`src/rtl/command_sender.sv`:
```
// ============================================================================
// Module  : command_sender
// Brief   : Expands a 3-bit command index into a ROM byte string and streams
//           it to a UART transmitter through a tx_start / tx_busy handshake.
// Revision: 1.0
// ============================================================================
`timescale 1ns/1ps
`default_nettype none

module command_sender #(
    parameter logic [15:0] GAP_CYCLES   = 16'd100,
    parameter logic [15:0] BUSY_TIMEOUT = 16'd1000
) (
    input  logic       clk,
    input  logic       rst,
    input  logic       start,
    input  logic [2:0] command_1,
    output logic       ready_command,
    output logic [7:0] tx_data,
    output logic       tx_start,
    input  logic       tx_busy,
    output logic       cmd_err
);

    typedef enum logic [2:0] {
        S_IDLE    = 3'd0,
        S_LOAD    = 3'd1,
        S_WAIT_HI = 3'd2,
        S_WAIT_LO = 3'd3,
        S_GAP     = 3'd4,
        S_FINISH  = 3'd5
    } state_t;

    state_t      r_state;
    logic        r_start_q;
    logic [2:0]  r_cmd;
    logic [2:0]  r_idx;
    logic [15:0] r_timer;
    logic        r_ready;
    logic [7:0]  r_tx_data;
    logic        r_tx_start;
    logic        r_err;

    logic        w_launch;
    logic [3:0]  w_len;
    logic [7:0]  w_byte;
    logic        w_last;
    logic [15:0] w_timer_inc;

    assign w_launch    = start & ~r_start_q;
    assign w_last      = ({1'b0, r_idx} == (w_len - 4'd1));
    assign w_timer_inc = (r_timer == 16'hFFFF) ? r_timer : r_timer + 16'd1;

    // Command string ROM: length per index and byte at {command, position}
    always_comb begin
        w_len = 4'd0;
        case (r_cmd)
            3'd0:    w_len = 4'd4;
            3'd1:    w_len = 4'd6;
            3'd2:    w_len = 4'd8;
            3'd3:    w_len = 4'd8;
            default: w_len = 4'd0;
        endcase
    end

    always_comb begin
        w_byte = 8'h00;
        case ({r_cmd, r_idx})
            6'o00: w_byte = 8'h41;
            6'o01: w_byte = 8'h54;
            6'o02: w_byte = 8'h0D;
            6'o03: w_byte = 8'h0A;
            6'o10: w_byte = 8'h41;
            6'o11: w_byte = 8'h54;
            6'o12: w_byte = 8'h45;
            6'o13: w_byte = 8'h30;
            6'o14: w_byte = 8'h0D;
            6'o15: w_byte = 8'h0A;
            6'o20: w_byte = 8'h41;
            6'o21: w_byte = 8'h54;
            6'o22: w_byte = 8'h2B;
            6'o23: w_byte = 8'h52;
            6'o24: w_byte = 8'h53;
            6'o25: w_byte = 8'h54;
            6'o26: w_byte = 8'h0D;
            6'o27: w_byte = 8'h0A;
            6'o30: w_byte = 8'h41;
            6'o31: w_byte = 8'h54;
            6'o32: w_byte = 8'h2B;
            6'o33: w_byte = 8'h47;
            6'o34: w_byte = 8'h4D;
            6'o35: w_byte = 8'h52;
            6'o36: w_byte = 8'h0D;
            6'o37: w_byte = 8'h0A;
            default: w_byte = 8'h00;
        endcase
    end

    always_ff @(posedge clk or negedge rst) begin
        if (!rst) begin
            r_state    <= S_IDLE;
            r_start_q  <= 1'b0;
            r_cmd      <= 3'd0;
            r_idx      <= 3'd0;
            r_timer    <= 16'd0;
            r_ready    <= 1'b1;
            r_tx_data  <= 8'h00;
            r_tx_start <= 1'b0;
            r_err      <= 1'b0;
        end else begin
            r_start_q  <= start;
            r_tx_start <= 1'b0;
            case (r_state)
                S_IDLE: begin
                    if (w_launch) begin
                        r_cmd   <= command_1;
                        r_idx   <= 3'd0;
                        r_err   <= 1'b0;
                        r_ready <= 1'b0;
                        r_state <= S_LOAD;
                    end
                end
                S_LOAD: begin
                    if (w_len == 4'd0) begin
                        r_err   <= 1'b1;
                        r_state <= S_FINISH;
                    end else begin
                        r_tx_data  <= w_byte;
                        r_tx_start <= 1'b1;
                        r_timer    <= 16'd0;
                        r_state    <= S_WAIT_HI;
                    end
                end
                S_WAIT_HI: begin
                    if (tx_busy) begin
                        r_state <= S_WAIT_LO;
                    end else begin
                        r_timer <= w_timer_inc;
                        if (w_timer_inc >= BUSY_TIMEOUT) begin
                            r_err   <= 1'b1;
                            r_state <= S_FINISH;
                        end
                    end
                end
                S_WAIT_LO: begin
                    if (!tx_busy) begin
                        r_timer <= 16'd0;
                        // A zero gap advances straight to the next byte
                        if (GAP_CYCLES != 16'd0) begin
                            r_state <= S_GAP;
                        end else if (w_last) begin
                            r_state <= S_FINISH;
                        end else begin
                            r_idx   <= r_idx + 3'd1;
                            r_state <= S_LOAD;
                        end
                    end
                end
                S_GAP: begin
                    r_timer <= w_timer_inc;
                    if (w_timer_inc >= GAP_CYCLES) begin
                        if (w_last) begin
                            r_state <= S_FINISH;
                        end else begin
                            r_idx   <= r_idx + 3'd1;
                            r_state <= S_LOAD;
                        end
                    end
                end
                S_FINISH: begin
                    r_ready <= 1'b1;
                    r_state <= S_IDLE;
                end
                default: begin
                    r_state    <= S_IDLE;
                    r_cmd      <= 3'd0;
                    r_idx      <= 3'd0;
                    r_timer    <= 16'd0;
                    r_ready    <= 1'b1;
                    r_tx_data  <= 8'h00;
                    r_tx_start <= 1'b0;
                    r_err      <= 1'b0;
                end
            endcase
        end
    end

    assign ready_command = r_ready;
    assign tx_data       = r_tx_data;
    assign tx_start      = r_tx_start;
    assign cmd_err       = r_err;

endmodule

`default_nettype wire

```
`config.mk`:
```
export PLATFORM = sky130hd
export DESIGN_NAME = command_sender
export DESIGN_NICKNAME = d
export VERILOG_FILES = /design/src/rtl/command_sender.sv
export SDC_FILE = /design/constraint.sdc
export NUM_CORES = 1
export LEC_CHECK = 0
export ABC_AREA = 1
export CAP_MARGIN = 25
export CORE_ASPECT_RATIO = 1.75
export CORE_MARGIN = 2
export CORE_UTILIZATION = 64
export DETAILED_ROUTE_END_ITERATION = 10
export GPL_TIMING_DRIVEN = 0
export PLACE_DENSITY = 0.89
export SKIP_LAST_GASP = 1
export SLEW_MARGIN = 20
export SYNTH_ARGS = -nofsm -noshare
export SYNTH_HDL_FRONTEND = slang
export SYNTH_SLANG_ARGS = --single-unit
export TNS_END_PERCENT = 1
```
`constraint.sdc`:
```
create_clock -name clk -period 3.4 [get_ports clk]
set_clock_uncertainty 0.15 [all_clocks]
set_input_delay 0.51 -clock clk [delete_from_list [all_inputs] [get_ports clk]]
set_output_delay 0.51 -clock clk [all_outputs]
set_load 0.01 [all_outputs]
```
==> results.txt, run 1 <==
----------------------------------------------------
[STA]
  Worst hold slack after final layout ... 0.333 ns
  Peak clock frequency supported by timing ... 358 MHz
  TNS Setup ... 0 ns
  Minimum clock period ... 2.79 ns
  Final-report setup violation count ... 0
  Max Transition Viols Final ... 0
  Transition time at the pin with the least slew margin ... 0.588 ns
  Final critical-path setup slack ... 0.607 ns
  Max-slew headroom at the worst pin ... 60.7%
  RSZ-0062 raised after global routing ... false
  Period Utilization, post-route ... 82.1%
  Final Hold Violating Endpoints ... 0

[Route]
  DRC violation count after routing ... 0
  Routed WL ... 6810 µm
  Antenna Nets Post-Route ... 0
  Number of DRC markers after the initial detailed-route iteration ... 127
  Average vias per placed instance ... 6.00
  Wire length per cell ... 15.6 µm
  Number of detailed-routing iterations run before antenna repair ... 5
  Via count ... 2622

[Finish]
  Count of nets after finishing ... 407
  Final instance area ... 0.00295 mm²
  Area of combinational cells with multiple inputs ... 0.00146 mm²
  Layout overhead on the synthesized area ... 13.7%
  Fill cells ... 325
  Most frequent cells in the layout ... sky130_fd_sc_hd__nand2_1, sky130_fd_sc_hd__inv_1, sky130_fd_sc_hd__dfrtp_1
  Sequential Area ... 902 µm²
  Inserted Diodes ... 0
  Share of layout cells above drive strength 1 ... 10.5%
  Most common cell after layout, fill and taps aside ... sky130_fd_sc_hd__nand2_1

[Clock tree]
  Root buffer selected by CTS ... sky130_fd_sc_hd__clkbuf_8
  Number of buffers inserted to repair setup after CTS ... 0
  Insertion delay to the later sink of the worst-skew pair ... 0.30 ns
  Clock tree buffer depth ... 2
  Sink Count ... 36
  Clock-pin slew on the worst setup and hold paths ... 0.08 ns
  CTS tree ... done
  Total CTS buffers ... 5
  Htree depth ... 2

[Critical path]
  Beginning of the critical path ... r_cmd[2]$_DFFE_PN0P_
  Critical path startpoint category ... flip-flop
  Category of the worst setup path capture point ... flip-flop
  Slack of the worst reg-to-reg path ... 0.61 ns
  Worst-case reg-to-reg path depth ... 8
  Startpoint-to-endpoint class of the critical path ... reg2reg
  CP required ... 3.41 ns
  FF-to-FF End ... r_timer[6]$_DFFE_PN0P_
  Largest fanout of any net on the critical path ... 10
  Worst flop-to-flop path startpoint ... r_cmd[2]$_DFFE_PN0P_
  CP arrival ... 2.80 ns

[Run status]
  Result of the run ... complete, no violations

[Synth]
  Asr flop ratio synth ... 100%
  Combinational family with the most area after synthesis ... simple AND/OR/NAND/NOR gates
  Share of cell area taken by muxes after synthesis ... 0%
  Number of storage elements in the synthesis netlist ... 36
  Post-synthesis share of cell area spent on and, or, nand and nor gates ... 33.5%
  Netlist area before placement ... 0.00260 mm²
  Net Count, Synth ... 382
  Avg Cell Area, Syn ... 7.15 µm²
  Post-synth EDFFs ... 0
  Number of library cell types mapped by synthesis ... 44
  Number of warnings reported in the yosys synthesis log ... 0
  Synth Flop Type ... sky130_fd_sc_hd__dfrtp_1
  Instance count of the mapped netlist ... 363
  Synth Area in Compound Gates ... 15.9%
  Adder and majority cell fraction of the synthesized area ... 5.78%
  Parity-gate share of the synthesized area counting xor and xnor cells ... 1.01%
  Post-synthesis sequential area ratio ... 34.7%

[Global route]
  Global-route wire length before repair ... 11200 µm
  Number of antenna violations at the first check in global routing ... 0
  Largest net degree at the start of global routing ... 29
  Number of global-route vias before repair ... 2463
  Total global routing overflow ... 0
  Gr usage total ... 32.8%

[Hold path]
  Min-Delay Path Depth ... 2
  End of the worst hold path ... cmd_err$_DFFE_PN0P_
  Worst min-delay path class ... reg2reg
  Startpoint of the worst hold path ... cmd_err$_DFFE_PN0P_

[Die]
  Initial core utilization ... 66.5%
  Horizontal die dimension ... 52.1 µm
  Core Box Area ... 0.00390 mm²
  Floorplan die height ... 88.3 µm
  Total number of placement rows ... 30
  Number of I/O pins ... 18
  Die Footprint ... 0.00460 mm²

[Power]
  Power per unit of standard cell area ... 646 mW/mm²
  Peak supply drop ... 0.503 mV
  Leakage power figure ... 1.42 nW
  PnR Total Power ... 1.91 mW

[Placement]
  Detail Placement HPWL ... 5090 µm
  Post-Place Cell Area ... 0.00283 mm²
  Post-place setup slack ... 0.686 ns
  Buffers on Ports ... 16
  Weighted congestion reported at the end of routability-driven placement ... 0.928

[Job]
  Max capacitance violation total ... 0

----------------------------------------------------
[critical path: stages (launching register included)]
cell,delay (ns)
sky130_fd_sc_hd__dfrtp_1,0.40
sky130_fd_sc_hd__nor2_1,0.48
sky130_fd_sc_hd__inv_1,0.09
sky130_fd_sc_hd__ha_1,0.21
sky130_fd_sc_hd__nand3_1,0.14
sky130_fd_sc_hd__nand3_1,0.20
sky130_fd_sc_hd__nor2_1,0.37
sky130_fd_sc_hd__clkbuf_1,0.43
sky130_fd_sc_hd__o21ai_0,0.18
[sequential cells by signal (all words and copies together), names as in the netlist]
signal	count
r_timer	16
tx_data	7
r_cmd	3
r_idx	3
r_state	3
cmd_err	1
r_start_q	1
ready_command	1
tx_start	1
[metal layers]
layer / part of all wire (%) / track usage [%]
met4: 4.5 / 17.2
met2: 55 / 61.8
met1: 36 / 33.9
met3: 3.9 / 4.39
met5: 0 / 0
[through the flow]
stage               util (%)  cells
floorplan                  -    363
global placement        72.1    427
detailed placement      72.5    428
CTS                     75.6    437
global route            75.6    437
finish                  75.6    437
[how the worst max path moves through the flow]
stage | end | slack (ns) | cells past startpoint
2_1_floorplan | r_timer[10]$_DFFE_PN0P_ | 1.34 | 11
3_3_place_gp | r_timer[9]$_DFFE_PN0P_ | 0.74 | 8
3_5_place_dp | r_timer[6]$_DFFE_PN0P_ | 0.69 | 8
4_1_cts | r_timer[6]$_DFFE_PN0P_ | 0.68 | 8
5_1_grt | r_timer[6]$_DFFE_PN0P_ | 0.36 | 8
6_report | r_timer[6]$_DFFE_PN0P_ | 0.61 | 8
[kinds of logic after synthesis]
family | Yosys count
buffers and inverters | 57
DFF | 36
AOI/OAI and AO/OA | 67
and+or+nand+nor | 187
other | 1
adders and majority gates | 12
xor gates and xnor gates | 3
[layout make-up]
| class | instances | area share [%] |
|---|---|---|
| flip-flops and latches | 36 | 30.6 |
| clock buffers | 5 | 2.33 |
| plain buffers | 7 | 1.48 |
| multi-input cells | 270 | 49.5 |
| well taps | 48 | 2.03 |
| inverters | 50 | 6.36 |
| clock inverters | 3 | 1.44 |
| repair buffers | 18 | 6.27 |
[repair_timing]
| action | in CTS | in global routing |
|---|---|---|
| gates resized for setup | 0 | 0 |
| hold endpoints to repair | 8 | 0 |
| hold buffers | 1 | 0 |
[where the power goes]
part / internal (mW) / leakage, nW / total [mW] / switching [mW]
sequential: 0.518 / 0.485 / 0.600 / 0.0824
clock: 0.217 / 0.0541 / 0.390 / 0.172
combinational: 0.317 / 0.877 / 0.918 / 0.600
[synthesized netlist by cell type (2+ instances only)]
library cell	number	area (µm²)
sky130_fd_sc_hd__a211oi_1	4	30.0
sky130_fd_sc_hd__a21oi_1	6	30.0
sky130_fd_sc_hd__a22o_1	4	35.0
sky130_fd_sc_hd__a32oi_1	2	17.5
sky130_fd_sc_hd__buf_2	2	10.0
sky130_fd_sc_hd__buf_4	2	15.0
sky130_fd_sc_hd__dfrtp_1	35	876
sky130_fd_sc_hd__ha_1	12	150
sky130_fd_sc_hd__inv_1	46	173
sky130_fd_sc_hd__inv_2	3	11.3
sky130_fd_sc_hd__nand2_1	90	338
sky130_fd_sc_hd__nand2_2	5	31.3
sky130_fd_sc_hd__nand2_4	2	22.5
sky130_fd_sc_hd__nand3_1	28	140
sky130_fd_sc_hd__nand3_2	2	20.0
sky130_fd_sc_hd__nand4_1	8	50.1
sky130_fd_sc_hd__nor2_1	33	124
sky130_fd_sc_hd__nor2_2	6	37.5
sky130_fd_sc_hd__nor2_4	4	45.0
sky130_fd_sc_hd__nor3_1	5	25.0
sky130_fd_sc_hd__o211ai_1	2	15.0
sky130_fd_sc_hd__o21ai_0	33	165
sky130_fd_sc_hd__o21ai_1	6	30.0
sky130_fd_sc_hd__o221ai_1	2	17.5
sky130_fd_sc_hd__xor2_1	2	17.5
Note: power is estimated with default switching activity, not from simulation.
==> run 2: changes to the inputs <==
CORE_UTILIZATION = 59   (was 64)
PLACE_DENSITY = 0.83   (was 0.89)
clock period = 2.7 ns   (was 3.4 ns; I/O delays follow)
==> run 2 against run 1 <==
  * Critical path type unchanged
  * Sequential power increased by 26%
  * Core utilization decreased by 5.2 points
  * Cell count increased by 0.23%
  * Clock power increased by 3%
==> results.txt, run 2 (same netlist as run 1, synthesis figures left out) <==
----------------------------------------------------
[STA]
  Max Transition Viols Final ... 0 (unchanged)
  Max-slew headroom at the worst pin ... 61.4% (+0.72 points)
  Transition time at the pin with the least slew margin ... 0.575 ns (-0.0121 ns)
  Minimum clock period ... 2.48 ns (-0.311 ns)
  TNS Setup ... 0 ns (unchanged)
  Peak clock frequency supported by timing ... 403 MHz (+13%)
  Period Utilization, post-route ... 91.9% (+9.8 points)
  Final-report setup violation count ... 0 (unchanged)
  RSZ-0062 raised after global routing ... false
  Final Hold Violating Endpoints ... 0 (unchanged)

[Route]
  Number of DRC markers after the initial detailed-route iteration ... 97 (-24%)
  Number of detailed-routing iterations run before antenna repair ... 5 (unchanged)
  Routed WL ... 6710 µm (-1.4%)
  Via count ... 2601 (-0.80%)
  Antenna Nets Post-Route ... 0 (unchanged)
  DRC violation count after routing ... 0 (unchanged)
  Average vias per placed instance ... 5.94 (-1.0%)
  Wire length per cell ... 15.3 µm (-1.7%)

[Power]
  Proportion of power drawn by the clock network ... 17.3% (-3.1 points)
  Power per unit of standard cell area ... 786 mW/mm² (+22%)
  Proportion of power drawn by combinational gates ... 50.1% (+2.0 points)
  Internal portion of total power ... 1.27 mW (+20%)
  Leakage power figure ... 1.41 nW (-0.30%)
  Sw frac ... 45.4% (+0.62 points)
  Net switching power ... 1.05 mW (+23%)
  Sequential Power Share ... 32.6% (+1.1 points)
  PnR Total Power ... 2.32 mW (+22%)
  Peak supply drop ... 0.721 mV (+43%)

[Critical path]
  Largest fanout of any net on the critical path ... 10 (unchanged)
  Worst path cell trace ... ha_1 > nand3_4 > nor2_4 > nand2_4 > buf_6 > nand2_1 > nand3_1 > nor2_1 > o21bai_1 > nand2_1 > nand2_1 > nand2_1 > nand2_1
  Cell type of the slowest stage on the worst timing path ... sky130_fd_sc_hd__dfrtp_1
  Startpoint-to-endpoint class of the critical path ... reg2reg
  CP arrival ... 2.51 ns (-0.29 ns)
  Category of the worst setup path capture point ... flip-flop
  Cell family with most CP delay ... simple AND/OR/NAND/NOR gates
  CP required ... 2.73 ns (-0.68 ns)
  Number of buffer and inverter stages on the critical path ... 1 (-1)
  Critical path startpoint category ... flip-flop
  Most used cell along the critical path ... sky130_fd_sc_hd__nand2_1
  Max stage delay on crit path ... 0.51 ns (+0.03 ns)

[Clock tree]
  Total CTS buffers ... 5 (unchanged)
  Htree depth ... 2 (unchanged)
  Clock tree buffer depth ... 2 (unchanged)
  Sink Count ... 36 (unchanged)
  Insertion delay to the later sink of the worst-skew pair ... 0.28 ns (-0.02 ns)
  Root buffer selected by CTS ... sky130_fd_sc_hd__clkbuf_8
  Clock-pin slew on the worst setup and hold paths ... 0.07 ns (about the same)
  Number of buffers inserted to repair setup after CTS ... 0 (unchanged)
  CTS tree ... done

[Hold path]
  Worst min-delay path class ... reg2reg

[Global route]
  Gr usage total ... 30.5% (-2.3 points)
  Number of antenna violations at the first check in global routing ... 0 (unchanged)
  Number of global-route vias before repair ... 2557 (+3.8%)
  Largest net degree at the start of global routing ... 22 (-24%)
  Total global routing overflow ... 0 (unchanged)
  Global-route wire length before repair ... 11200 µm (-0.12%)

[Die]
  Core Box Area ... 0.00419 mm² (+7.3%)
  Floorplan die height ... 91.8 µm (+4.0%)
  Total number of placement rows ... 31 (+3.3%)
  Horizontal die dimension ... 54.1 µm (+3.8%)
  Initial core utilization ... 62.0% (-4.5 points)
  Die Footprint ... 0.00497 mm² (+7.9%)
  Number of I/O pins ... 18 (unchanged)

[Job]
  Max capacitance violation total ... 0 (unchanged)

[Placement]
  Post-Place Cell Area ... 0.00284 mm² (+0.31%)
  Weighted congestion reported at the end of routability-driven placement ... 0.906 (-2.4%)
  Buffers on Ports ... 16 (unchanged)
  Placed cells ... 429 (+0.23%)
  Detail Placement HPWL ... 5210 µm (+2.4%)

[Finish]
  Most common cell after layout, fill and taps aside ... sky130_fd_sc_hd__nand2_1
  Share of layout cells above drive strength 1 ... 10.8% (+0.26 points)
  Most frequent cells in the layout ... sky130_fd_sc_hd__nand2_1, sky130_fd_sc_hd__inv_1, sky130_fd_sc_hd__dfrtp_1
  Count of placed standard cells in the final layout, fillers left out ... 438 (+0.23%)
  Layout overhead on the synthesized area ... 13.7% (unchanged)
  Count of nets after finishing ... 407 (unchanged)
  Largest register by flop count ... r_timer
  Inserted Diodes ... 0 (unchanged)
  Final instance area ... 0.00295 mm² (unchanged)
  End-of-flow core utilization ... 70.5% (-5.2 points)
  Max reg flops ... 16 (unchanged)

[Run status]
  Result of the run ... complete, no violations

----------------------------------------------------
-- run 2: changes by cell type in the layout (fill, tap and decap cells not counted), sizes merged --
cell,change
clkinv,-1
bufinv,-1
clkbuf,+3
clkinvlp,-1
-- run 2: per-layer routing --
metal | GRT usage, % | vias up | wire length, µm
li1 | - | 1243 | -
met1 | 29.7 | 1233 | 2370
met2 | 53.3 | 85 | 3650
met3 | 4.56 | 40 | 206
met4 | 22.7 | 0 | 488
met5 | 0 | - | 0
-- run 2: power by group through the flow --
stage / registers [mW] / logic, mW / clock network, mW
2_1_floorplan: 0.762 / 0.754 / 0
3_3_place_gp: 0.758 / 1.11 / 0
3_5_place_dp: 0.760 / 1.14 / 0
4_1_cts: 0.751 / 1.15 / 0.404
5_1_grt: 0.777 / 1.30 / 0.421
6_report: 0.757 / 1.16 / 0.402
-- run 2: worst register-to-register path, cell delays in order (launching register included) --
cell	delay [ns]
sky130_fd_sc_hd__dfrtp_1	0.51
sky130_fd_sc_hd__ha_1	0.34
sky130_fd_sc_hd__nand3_4	0.15
sky130_fd_sc_hd__nor2_4	0.20
sky130_fd_sc_hd__nand2_4	0.10
sky130_fd_sc_hd__buf_6	0.16
sky130_fd_sc_hd__nand2_1	0.12
sky130_fd_sc_hd__nand3_1	0.09
sky130_fd_sc_hd__nor2_1	0.22
sky130_fd_sc_hd__o21bai_1	0.11
sky130_fd_sc_hd__nand2_1	0.09
sky130_fd_sc_hd__nand2_1	0.06
sky130_fd_sc_hd__nand2_1	0.06
sky130_fd_sc_hd__nand2_1	0.04
-- run 2: area by class of cell --
type / count / area (µm²)
buffer: 7 / 43.8
timing repair buffer: 18 / 193
sequential: 36 / 902
fill: 363 / 1240
multi-input combinational: 270 / 1480
clock buffer: 8 / 90.1
tap: 49 / 61.3
inverter: 50 / 188
-- run 2: path summary, 6_finish.rpt --
path	startpoint	to	slack, ns	cells past startpoint
worst min-delay path	tx_data[2]$_DFFE_PN0P_	tx_data[2]$_DFFE_PN0P_	0.33	1
max in group asynchronous	rst	tx_data[3]$_DFFE_PN0P_	1.53	3
min in group asynchronous	rst	r_timer[15]$_DFFE_PN0P_	0.43	2
worst max-delay path	r_timer[0]$_DFFE_PN0P_	cmd_err$_DFFE_PN0P_	0.22	13
worst max register to register	r_timer[0]$_DFFE_PN0P_	cmd_err$_DFFE_PN0P_	0.22	13
worst min register to register	tx_data[2]$_DFFE_PN0P_	tx_data[2]$_DFFE_PN0P_	0.33	1
-- run 2: metrics by stage --
stage | setup slack, ns | hold slack (ns)
2_1_floorplan | 0.644 | -0.0406
3_3_place_gp | 0.129 | 0.312
3_5_place_dp | 0.0925 | 0.204
4_1_cts | 0.0650 | 0.333
5_1_grt | 0.0550 | 0.358
6_report | 0.218 | 0.330
-- run 2: repair_timing --
| item | in CTS | in global routing |
|---|---|---|
| endpoints found under the setup margin | 0 | 14 |
| hold buffers | 1 | 0 |
| hold endpoints to repair | 14 | 0 |
| gates resized for setup | 0 | 4 |
